===== src/rtl/vga_timing_pkg.sv =====
// Shared VGA timing constants and the phase-state encoding used by the timing
// generator and the display stage.
package vga_timing_pkg;

  // 640x480@60 defaults
  localparam int unsigned DEF_H_ACTIVE = 640;
  localparam int unsigned DEF_H_FP     = 16;
  localparam int unsigned DEF_H_SYNC   = 96;
  localparam int unsigned DEF_H_BP     = 48;
  localparam int unsigned DEF_V_ACTIVE = 480;
  localparam int unsigned DEF_V_FP     = 10;
  localparam int unsigned DEF_V_SYNC   = 2;
  localparam int unsigned DEF_V_BP     = 33;

  localparam int unsigned H_TOTAL = DEF_H_ACTIVE + DEF_H_FP + DEF_H_SYNC + DEF_H_BP;
  localparam int unsigned V_TOTAL = DEF_V_ACTIVE + DEF_V_FP + DEF_V_SYNC + DEF_V_BP;

  localparam int unsigned RGB_W   = 3;
  localparam int unsigned PIXEL_W = 20;

  // Phase of one scan axis; the same encoding serves horizontal and vertical
  typedef enum logic [1:0] {
    PH_ACT   = 2'd0,
    PH_FRONT = 2'd1,
    PH_SYNC  = 2'd2,
    PH_BACK  = 2'd3
  } phase_e;

endpackage


===== src/rtl/vga_axis_counter.sv =====
// One scan axis: position counter plus the active/front/sync/back phase FSM.
// The counter and phase advance only when en_i is high.
module vga_axis_counter
  import vga_timing_pkg::*;
#(
  parameter  int unsigned ACTIVE = DEF_H_ACTIVE,
  parameter  int unsigned FP     = DEF_H_FP,
  parameter  int unsigned SYNC   = DEF_H_SYNC,
  parameter  int unsigned BP     = DEF_H_BP,
  localparam int unsigned TOTAL  = ACTIVE + FP + SYNC + BP,
  localparam int unsigned CNT_W  = $clog2(TOTAL)
) (
  input  logic             rst,
  input  logic             vga_clk,
  input  logic             en_i,
  output logic [CNT_W-1:0] cnt_o,
  output phase_e           phase_o,
  output logic             wrap_c_o
);

  localparam logic [CNT_W-1:0] LAST_ACT   = CNT_W'(ACTIVE - 1);
  localparam logic [CNT_W-1:0] LAST_FRONT = CNT_W'(ACTIVE + FP - 1);
  localparam logic [CNT_W-1:0] LAST_SYNC  = CNT_W'(ACTIVE + FP + SYNC - 1);
  localparam logic [CNT_W-1:0] LAST_TOTAL = CNT_W'(TOTAL - 1);

  logic [CNT_W-1:0] cnt_q;
  logic [CNT_W-1:0] cnt_d;
  phase_e           phase_q;

  // Wrap at the last position of the axis; the next axis uses it as enable
  always_comb begin
    wrap_c_o = en_i && (cnt_q == LAST_TOTAL);
    cnt_d    = wrap_c_o ? '0 : cnt_q + CNT_W'(1);
  end

  // Counter and phase FSM; the phase always matches the current count
  always_ff @(posedge vga_clk or posedge rst) begin
    if (rst) begin
      cnt_q   <= '0;
      phase_q <= PH_ACT;
    end else if (en_i) begin
      cnt_q <= cnt_d;
      case (phase_q)
        PH_ACT:   if (cnt_q == LAST_ACT)   phase_q <= PH_FRONT;
        PH_FRONT: if (cnt_q == LAST_FRONT) phase_q <= PH_SYNC;
        PH_SYNC:  if (cnt_q == LAST_SYNC)  phase_q <= PH_BACK;
        PH_BACK:  if (cnt_q == LAST_TOTAL) phase_q <= PH_ACT;
        default:                           phase_q <= PH_ACT;
      endcase
    end
  end

  assign cnt_o   = cnt_q;
  assign phase_o = phase_q;

endmodule


===== src/rtl/vga_timing_gen.sv =====
// VGA timing generator: scan counters, registered position strobes, and a
// sync/colour output pipeline that keeps the DAC pins and sync pulses aligned.
module vga_timing_gen
  import vga_timing_pkg::*;
#(
  parameter int unsigned H_ACTIVE = DEF_H_ACTIVE,
  parameter int unsigned H_FP     = DEF_H_FP,
  parameter int unsigned H_SYNC   = DEF_H_SYNC,
  parameter int unsigned H_BP     = DEF_H_BP,
  parameter int unsigned V_ACTIVE = DEF_V_ACTIVE,
  parameter int unsigned V_FP     = DEF_V_FP,
  parameter int unsigned V_SYNC   = DEF_V_SYNC,
  parameter int unsigned V_BP     = DEF_V_BP
) (
  input  logic               rst,
  input  logic               vga_clk,
  input  logic [RGB_W-1:0]   color_in,
  output logic               visible,
  output logic               line,
  output logic               frame,
  output logic [PIXEL_W-1:0] pixel,
  output logic               hsync_n,
  output logic               vsync_n,
  output logic [RGB_W-1:0]   vga_rgb
);

  localparam int unsigned LINE_LEN    = H_ACTIVE + H_FP + H_SYNC + H_BP;
  localparam int unsigned FRAME_LINES = V_ACTIVE + V_FP + V_SYNC + V_BP;
  localparam int unsigned HCNT_W      = $clog2(LINE_LEN);
  localparam int unsigned VCNT_W      = $clog2(FRAME_LINES);

  logic [HCNT_W-1:0] h_cnt;
  logic [VCNT_W-1:0] v_cnt;
  phase_e            h_phase;
  phase_e            v_phase;
  logic              h_wrap;
  logic              v_wrap_unused;

  // Horizontal axis runs every pixel clock
  vga_axis_counter #(
    .ACTIVE (H_ACTIVE),
    .FP     (H_FP),
    .SYNC   (H_SYNC),
    .BP     (H_BP)
  ) u_h_axis (
    .rst      (rst),
    .vga_clk  (vga_clk),
    .en_i     (1'b1),
    .cnt_o    (h_cnt),
    .phase_o  (h_phase),
    .wrap_c_o (h_wrap)
  );

  // Vertical axis steps once per line
  vga_axis_counter #(
    .ACTIVE (V_ACTIVE),
    .FP     (V_FP),
    .SYNC   (V_SYNC),
    .BP     (V_BP)
  ) u_v_axis (
    .rst      (rst),
    .vga_clk  (vga_clk),
    .en_i     (h_wrap),
    .cnt_o    (v_cnt),
    .phase_o  (v_phase),
    .wrap_c_o (v_wrap_unused)
  );

  logic               vis_c;
  logic               line_c;
  logic               frame_c;
  logic               first_c;
  logic [PIXEL_W-1:0] pixel_d;

  logic               visible_q;
  logic               line_q;
  logic               frame_q;
  logic [PIXEL_W-1:0] pixel_q;
  logic               hs_n1_q, hs_n2_q, hsync_n_q;
  logic               vs_n1_q, vs_n2_q, vsync_n_q;
  logic               vis_dly_q;
  logic [RGB_W-1:0]   rgb_q;

  // Position decode; the top-left pixel keeps index 0 so the count never skips
  always_comb begin
    vis_c   = (h_phase == PH_ACT) && (v_phase == PH_ACT);
    line_c  = (h_cnt == HCNT_W'(H_ACTIVE)) && (v_phase == PH_ACT);
    frame_c = (h_cnt == '0) && (v_cnt == VCNT_W'(V_ACTIVE));
    first_c = (h_cnt == '0) && (v_cnt == '0);
    pixel_d = pixel_q;
    if (frame_c) begin
      pixel_d = '0;
    end else if (vis_c && !first_c) begin
      pixel_d = pixel_q + PIXEL_W'(1);
    end
  end

  // Output registers: strobes one stage behind the counters, syncs and
  // colour two stages behind the strobes so they leave the chip together
  always_ff @(posedge vga_clk or posedge rst) begin
    if (rst) begin
      visible_q <= 1'b0;
      line_q    <= 1'b0;
      frame_q   <= 1'b0;
      pixel_q   <= '0;
      hs_n1_q   <= 1'b1;
      hs_n2_q   <= 1'b1;
      hsync_n_q <= 1'b1;
      vs_n1_q   <= 1'b1;
      vs_n2_q   <= 1'b1;
      vsync_n_q <= 1'b1;
      vis_dly_q <= 1'b0;
      rgb_q     <= '0;
    end else begin
      visible_q <= vis_c;
      line_q    <= line_c;
      frame_q   <= frame_c;
      pixel_q   <= pixel_d;
      hs_n1_q   <= (h_phase != PH_SYNC);
      hs_n2_q   <= hs_n1_q;
      hsync_n_q <= hs_n2_q;
      vs_n1_q   <= (v_phase != PH_SYNC);
      vs_n2_q   <= vs_n1_q;
      vsync_n_q <= vs_n2_q;
      vis_dly_q <= visible_q;
      rgb_q     <= vis_dly_q ? color_in : '0;
    end
  end

  assign visible = visible_q;
  assign line    = line_q;
  assign frame   = frame_q;
  assign pixel   = pixel_q;
  assign hsync_n = hsync_n_q;
  assign vsync_n = vsync_n_q;
  assign vga_rgb = rgb_q;

endmodule


===== config.mk =====
export PLATFORM = sky130hd
export DESIGN_NAME = vga_timing_gen
export DESIGN_NICKNAME = d
export VERILOG_FILES = /design/src/rtl/vga_timing_pkg.sv /design/src/rtl/vga_axis_counter.sv /design/src/rtl/vga_timing_gen.sv
export SDC_FILE = /design/constraint.sdc
export NUM_CORES = 1
export LEC_CHECK = 0
export BUFFER_PORTS_ARGS = -buffer_cell sky130_fd_sc_hd__buf_2
export CAP_MARGIN = 20
export CORE_MARGIN = 2
export CORE_UTILIZATION = 45
export CTS_BUF_LIST = sky130_fd_sc_hd__clkbuf_4 sky130_fd_sc_hd__clkbuf_8
export CTS_CLUSTER_SIZE = 20
export DETAILED_ROUTE_END_ITERATION = 7
export HOLD_SLACK_MARGIN = 0.08
export MAX_ROUTING_LAYER = met4
export SKIP_CTS_REPAIR_TIMING = 1
export SLEW_MARGIN = 40
export SYNTH_ARGS = -nofsm -noshare
export SYNTH_HDL_FRONTEND = slang
export SYNTH_SLANG_ARGS = --single-unit

===== constraint.sdc =====
create_clock -name vga_clk -period 2.84 [get_ports vga_clk]
set_clock_uncertainty 0.2 [all_clocks]
set_input_delay 0.142 -clock vga_clk [delete_from_list [all_inputs] [get_ports vga_clk]]
set_output_delay 0.142 -clock vga_clk [all_outputs]
set_load 0.02 [all_outputs]

==> flow_summary.json <==
{
  "core_um2": 6310,
  "drt-wirelength-per-cell_um": 14.7,
  "cap_viol_max_count": 0,
  "antenna_found_initial": 0,
  "fillers": 551,
  "gp_congestion": 0.831,
  "die_h_um": 84.5,
  "path_clk_slew_ns": 0.07,
  "placed_cell_area_um2": 3180,
  "cts_tree": "yes",
  "tightest_slew_ns": 0.654,
  "r2r_start": "u_h_axis.cnt_o[0]$_DFF_PP0_",
  "clock-sinks": 57,
  "cp_slowest_stage_delay_ns": 0.57,
  "die_area_um2": 7140,
  "post-route-period-util_pct": 85.3,
  "clkLatencyLatePin_ns": 0.34,
  "synth_top_cell_area_share_pct": 43.8,
  "rr_worst_depth": 5,
  "synth_seq_cells": 57,
  "grt_pass1_wl_mm": 10.5,
  "viasPerCell": 5.61,
  "drive_gt1_share_pct": 19.5,
  "endpoint_kind": "register",
  "max_freq_ghz": 0.413,
  "n_antenna_cell": 0,
  "synth_top_cell_by_area": "dfrtp_1",
  "final_common_cell": "dfrtp_1",
  "crit_required_ns": 2.87,
  "dr.pass1.iters": 4,
  "rsz0062_at_grt": "false",
  "slew_headroom_pct": 56.3,
  "portBuffers": 32,
  "critPathKind": "register to register",
  "vias": 2333,
  "synthCells": 292,
  "dp_hpwl_mm": 4.23,
  "async_flop_share_pct": 100,
  "htree_levels": 3,
  "crit_family": "simple AND/OR/NAND/NOR gates",
  "fin_crit_ns": 2.42,
  "hp-start": "vs_n2_q$_DFF_PP1_",
  "grt_pass1_vias": 2222,
  "min_to": "vsync_n$_DFF_PP1_",
  "vdd_drop_max_mv": 0.312,
  "cp_slowest_cell": "or3_1",
  "avgSynthCellArea_um2": 9.98,
  "yosysUniqueCellTypes": 45,
  "setup_violations": 0,
  "hold_viol": 0,
  "crit_buf_inv": 0,
  "grt_overflow": 0,
  "status": "finished, final reports clean",
  "rows": 29,
  "drc": 0,
  "hold_path_class": "register to register",
  "track_usage_pct": 19.1,
  "cts_root_buf": "clkbuf_8",
  "syn_area_um2": 2910,
  "synth-seq-area-share_pct": 49.2,
  "fin_area_um2": 3480,
  "whs_path_depth": 0,
  "cp_max_fo": 9,
  "grt_max_degree": 31,
  "worstPathArrival_ns": 2.45,
  "fin_nets": 353,
  "ff2ff_setup_slack_ns": 0.42,
  "ys_warn_count": 0,
  "clock_path_buffers": 2,
  "drtIter0Drc": 67,
  "routed_wirelength_mm": 6.13,
  "cts_buffers": 9,
  "syn2layout_area_growth_pct": 19.3,
  "r2r_end": "u_h_axis.phase_o[1]$_DFFE_PP0P_",
  "synth_area_leaders": "dfrtp_1 (44%), ha_1 (6.0%), dfstp_2 (5.4%), o21ai_0 (3.3%), a21oi_1 (3.1%)",
  "path_cells": "ha_1 -> nand3_1 -> or3_1 -> a221oi_2 -> mux2_1",
  "start_kind": "register",
  "synth-edff-count": 0,
  "power_density_nw_per_um2": 520,
  "final_cell_mix": "dfrtp_1 (51), buf_2 (32), nand2_1 (20)",
  "drv_slew": 0,
  "p_leak_nw": 1.53,
  "synthesis.nets": 311,
  "start_util_pct": 46.2,
  "drtAntennaViolNets": 0,
  "ys.flop_type": "dfrtp_1",
  "tns_ns": 0,
  "chipWidth_um": 84.5,
  "boundaryPins": 33
}
-- final cells by class --
type	instances	area, um2	share of cell area, %
timing repair buffer	41	250	7.20
inverter	14	52.6	1.51
clock inverter	6	115	3.31
clock buffer	10	138	3.96
tap	77	96.3	2.77
sequential	57	1430	41.2
multi-input combinational	211	1390	40.0
-- logic make-up after synthesis --
group	synth area share, %
flops	49.2
compound gates	13.1
buf+inv	3.44
xor+xnor	3.61
simple gates	23.2
fa+ha+maj	6.01
mux	1.46
-- synthesized netlist by cell type, drive strengths merged, types with 2 or more instances --
cell type  count
inv           14
or3           10
nand2         20
xor2           6
nor2b          2
nand4         11
and4           3
a21oi         18
dfrtp         51
clkbuf         7
nor2          16
mux2           2
or4            8
buf            3
o21ai         19
nand3         17
nand2b         3
mux2i          2
xnor2          6
and2          10
and3           6
nor3           5
ha            14
nor4           6
o31ai         12
dfstp          6
-- worst max-delay path by stage --
stage | startpoint | end | slack, ns | cells after the start
floorplan | u_h_axis.cnt_o[0]$_DFF_PP0_ | u_h_axis.phase_o[1]$_DFFE_PP0P_ | 0.58 | 6
global placement | u_h_axis.cnt_o[0]$_DFF_PP0_ | u_h_axis.phase_o[1]$_DFFE_PP0P_ | 0.47 | 5
detailed placement | u_h_axis.cnt_o[0]$_DFF_PP0_ | u_h_axis.phase_o[1]$_DFFE_PP0P_ | 0.42 | 5
CTS | u_h_axis.cnt_o[0]$_DFF_PP0_ | u_h_axis.phase_o[1]$_DFFE_PP0P_ | 0.41 | 5
global route | u_h_axis.cnt_o[0]$_DFF_PP0_ | u_h_axis.phase_o[1]$_DFFE_PP0P_ | 0.28 | 5
finish | u_h_axis.cnt_o[0]$_DFF_PP0_ | u_h_axis.phase_o[1]$_DFFE_PP0P_ | 0.42 | 5
-- report_power, final --
| part | switching [mW] | total, mW | internal, mW |
|---|---|---|---|
| clock | 0.353 | 0.962 | 0.609 |
| sequential | 0.000443 | 0.815 | 0.814 |
| combinational | 0.0212 | 0.0321 | 0.0109 |
-- through the flow --
stage	worst slack (ns)	cells	hold WS, ns	util, %	total power [mW]
floorplan	0.584	292	0.0762	-	0.846
global placement	0.474	396	0.0659	50.4	0.859
detailed placement	0.425	396	0.0756	50.4	0.859
CTS	0.410	412	-0.292	54.4	1.82
global route	0.276	416	0.160	55.1	1.86
finish	0.418	416	0.155	55.1	1.81
-- worst reg2reg max path: stages, from the launching register on --
cell and delay [ns]:
dfrtp_1 0.41, ha_1 0.22, nand3_1 0.22, or3_1 0.57, a221oi_2 0.36, mux2_1 0.34
-- registers in the layout, indices dropped and copies added (netlist names) --
signal	count
u_v_axis.phase_o	2
vs_n1_q	1
u_h_axis.cnt_o	10
frame	1
hsync_n	1
vsync_n	1
line	1
vga_rgb	3
u_v_axis.cnt_o	10
hs_n1_q	1
visible	1
pixel	20
hs_n2_q	1
vis_dly_q	1
u_h_axis.phase_o	2
vs_n2_q	1
-- per-layer routing --
metal	global-route usage (%)	share of wire [%]	vias to the layer above
met2	29.3	47	41
li1	-	-	1149
met1	24.7	48	1134
met4	8.23	1.5	0
met5	-	0	-
met3	3.64	4.2	9
Note: power is estimated with default switching activity, not from simulation.
